File: src/rtl/craft_key_register.sv
// CRAFT nibble-serial tweakey register.
// Loads TK(r mod 4) on CK0, then rotates one nibble per clock.
module craft_key_register (
  input  logic         clk,
  input  logic         reset_n,
  input  logic         en,
  input  logic [127:0] key,
  input  logic [63:0]  tweak,
  input  logic [7:0]   r,
  input  logic         CK0,
  output logic [3:0]   out
);

  logic [63:0] w_k0;
  logic [63:0] w_k1;
  logic [63:0] w_tq;
  logic [63:0] w_tk;
  logic [63:0] r_tk;

  assign w_k0 = key[127:64];
  assign w_k1 = key[63:0];

  // Q(T): nibble i of the result is nibble Q[i] of T
  assign w_tq = {
    tweak[15:12], tweak[23:20],
    tweak[3:0],   tweak[43:40],
    tweak[7:4],   tweak[31:28],
    tweak[27:24], tweak[55:52],
    tweak[19:16], tweak[51:48],
    tweak[35:32], tweak[47:44],
    tweak[39:36], tweak[63:60],
    tweak[59:56], tweak[11:8]
  };

  always_comb begin
    w_tk = '0;
    unique case (r[1:0])
      2'd0: w_tk = w_k0 ^ tweak;
      2'd1: w_tk = w_k1 ^ tweak;
      2'd2: w_tk = w_k0 ^ w_tq;
      2'd3: w_tk = w_k1 ^ w_tq;
      default: w_tk = '0;
    endcase
  end

  always_ff @(posedge clk or negedge reset_n) begin
    if (!reset_n) begin
      r_tk <= '0;
    end else if (en) begin
      if (CK0) begin
        r_tk <= w_tk;
      end else begin
        r_tk <= {r_tk[59:0], r_tk[63:60]};
      end
    end
  end

  assign out = r_tk[63:60];

endmodule

File: config.mk
export PLATFORM = sky130hd
export DESIGN_NAME = craft_key_register
export DESIGN_NICKNAME = d
export VERILOG_FILES = /design/src/rtl/craft_key_register.sv
export SDC_FILE = /design/constraint.sdc
export NUM_CORES = 1
export LEC_CHECK = 0
export CAP_MARGIN = 10
export CORE_MARGIN = 5
export CORE_UTILIZATION = 39
export DETAILED_ROUTE_END_ITERATION = 12
export PLACE_DENSITY = 0.78
export REMOVE_ABC_BUFFERS = 1
export SYNTH_ARGS = -nofsm -noshare
export SYNTH_HDL_FRONTEND = slang
export SYNTH_SLANG_ARGS = --single-unit
export TNS_END_PERCENT = 5
File: constraint.sdc
create_clock -name clk -period 0.8 [get_ports clk]
set_input_delay 0.12 -clock clk [delete_from_list [all_inputs] [get_ports clk]]
set_output_delay 0.12 -clock clk [all_outputs]
set_load 0.02 [all_outputs]
==> impl_metrics.ini <==
[logic_synthesis]
netlist-cell-type-count = 13
yosysTopAreaCellShare_pct = 32.9
yosysMostFrequentCell = mux2i_1
synthTopCellsByArea = dfrtp_1 33%, mux2i_1 26%, xnor2_1 12%
netlist_area_sq_mm = 0.00487
yosysSeqAreaShare_pct = 32.9
synth_edf_count = 0
netlist_instances = 494
ys.flop_type = dfrtp_1
yosysTopAreaCell = dfrtp_1
ys_top_cells_by_count = 128 x mux2i_1, 64 x a31oi_1, 64 x dfrtp_1, 64 x nor2b_1, 64 x xnor2_1
ys_warn_count = 0
ys_async_sr_fraction_pct = 100
avgSynthCellArea_sq_um = 9.86
synth-seq-cells = 64

[routing]
drc = 0
routedWlPerCell_um = 16.3
antenna_left = 0
dr.pass1.iters = 5
wirelength_mm = 14.1
vias = 4479
initialDrtViolationCount = 248
vias_per_cell = 5.18

[sta]
tightest_slew_ns = 0.350
max_freq_mhz = 1010
finClkSkew_ns = 0.00788
hold_slack_ns = 0.249
fin_tns_setup_ns = -4.05
setup_violations = 68
grt_setup_unrepaired = yes
fin_ws_ns = -0.188
slew_headroom_pct = 76.7
hold_violations = 0
fin_crit_ns = 0.988
slew_violations = 0
period_share_pct = 124

[worst_setup_path]
crit_family = flip-flops
endpoint_kind = primary output
critPathMaxFanout = 2
setup.worst_path.class = reg2out
crit_path_start_kind = register
arrival_ns = 0.87
slowest_delay_ns = 0.38
path_buf_inv = 1
cp_cell_sequence = buf_2
slowest_stage = dfrtp_1
cp.required_ns = 0.68

[finish]
n_fill_cell = 1017
largest_reg_flops = 64
regMostFlops = r_tk
final_nets = 896
fin_cells = 865
reg.largest.list = r_tk x64
insertedDiodeCount = 0
drive_gt1_share_pct = 10.0
syn2layout_area_growth_pct = 54.9
post-route-util_pct = 62.3

[flow_run]
max_cap_viol_count = 0

[clocking]
cts_made_buffers = 9
clk_pin_slew_ns = 0.06
htreeDepth = 3
clk_path_buf_depth = 2
clkSinkCount = 64
clockRootBuffer = clkbuf_16
clkLatencyLatePin_ns = 0.32
cts_tree = yes

[floorplanning]
start_util_pct = 40.2
chipHeight_um = 122
coreArea_sq_mm = 0.0121
std_cell_rows = 40
die_area_sq_mm = 0.0148
ios = 208
die_x_um = 122

[status]
violations = negative setup slack
status = finished with violations

[pwr]
p_per_area_mw_per_mm2 = 1530
vdd_ir_drop_max_uv = 921
p_leak_uw = 0.00316
finalPower_uw = 11500

[grt]
grt.overflow.total = 0
grt_pass1_wl_mm = 22.5
first_global_vias = 4660
antenna_found_initial = 0
grt_start_max_net_pins = 65
grt.total_usage_pct = 18.7

[placed_design]
hpwl_mm = 11.0
place_inst = 847
place.gp.congestion = 0.840
port_buffers = 201

[worst_hold_path]
min_path_type = in2reg
[repair_timing]
action | in CTS | in global routing
pin swaps | 2 | 2
gates resized for setup | 34 | 18
endpoints found under the setup margin | 68 | 68
hold buffers | 1 | 0
endpoints found under the hold margin | 64 | 0
setup buffers | 0 | 1
[final cells by class]
type / instances / area (sq um) / share of cell area (%)
Timing Repair Buffer: 231 / 2380 / 31.6
Tap cell: 168 / 210 / 2.79
Clock inverter: 6 / 35.0 / 0.464
Clock buffer: 10 / 239 / 3.17
Sequential cell: 64 / 1600 / 21.2
Multi-Input combinational cell: 385 / 3070 / 40.7
Inverter: 1 / 3.75 / 0.0498
[cell usage in the layout (no fill, tap or decap)]
| cell type | netlist | layout |
|---|---|---|
| a31oi_1 | 64 | 63 |
| a31oi_2 | 0 | 1 |
| buf_12 | 0 | 10 |
| buf_16 | 0 | 1 |
| buf_2 | 8 | 3 |
| buf_4 | 5 | 16 |
| buf_6 | 14 | 7 |
| clkbuf_16 | 0 | 9 |
| clkbuf_8 | 0 | 1 |
| clkdlybuf4s50_1 | 0 | 189 |
| clkinv_2 | 0 | 4 |
| clkinvlp_4 | 0 | 2 |
| dfrtp_1 | 64 | 64 |
| dlygate4sd2_1 | 0 | 3 |
| dlygate4sd3_1 | 0 | 1 |
| dlymetal6s2s_1 | 0 | 1 |
| inv_2 | 1 | 1 |
| mux2i_1 | 128 | 121 |
| mux2i_2 | 0 | 5 |
| mux2i_4 | 0 | 2 |
| nand2_2 | 0 | 1 |
| nor2b_1 | 64 | 57 |
| nor2b_4 | 0 | 7 |
| o21ai_1 | 60 | 64 |
| xnor2_1 | 64 | 64 |
[power breakdown]
part	internal (uW)	switching, uW
Combinational	2310	1520
Clock	2160	1420
Sequential	3810	321
Total	8280	3260
[logic make-up (layout without fill, tap and decap cells)]
group	count (synthesis)	after routing	share of synthesized area, %
buf+inv	45	248	6.22
simple gates	65	65	8.30
mux	128	128	26.3
compound gates	128	128	14.8
xor+xnor	64	64	11.5
flops	64	64	32.9
[final timing paths]
check                                           from              endpoint  slack, ns  depth (start not counted)
worst max-delay path            r_tk[62]$_DFFE_PN0P_                out[2]      -0.19                          1
worst min-delay path                              en  r_tk[38]$_DFFE_PN0P_       0.25                          3
worst max register to register  r_tk[62]$_DFFE_PN0P_  r_tk[62]$_DFFE_PN0P_      -0.19                          4
worst min register to register  r_tk[33]$_DFFE_PN0P_  r_tk[37]$_DFFE_PN0P_       0.51                          2
max in group asynchronous                    reset_n  r_tk[43]$_DFFE_PN0P_       0.16                          3
min in group asynchronous                    reset_n  r_tk[61]$_DFFE_PN0P_       0.35                          3
[worst min-delay path: stages]
cell and delay, ns:
buf_4 0.22, a31oi_1 0.11, o21ai_1 0.07
[through the flow]
step | worst slack, ns | cell area (sq um)
2_1_floorplan | -0.676 | 4570
3_3_place_gp | -0.436 | 7130
3_5_place_dp | -0.496 | 7130
4_1_cts | -0.195 | 7440
5_1_grt | -0.224 | 7540
6_report | -0.188 | 7540
[per-layer routing]
metal  wire, um  global-route usage, %  up-vias  share of wire [%]
met5          0                      0        -                  0
met4        155                   4.48        0                1.1
met3        967                   3.67       13                6.9
met2       7120                   33.8      179                 51
met1       5840                   23.0     2110                 41
li1           -                      -     2177                  -
No activity file was read; power rests on OpenSTA's default activity.
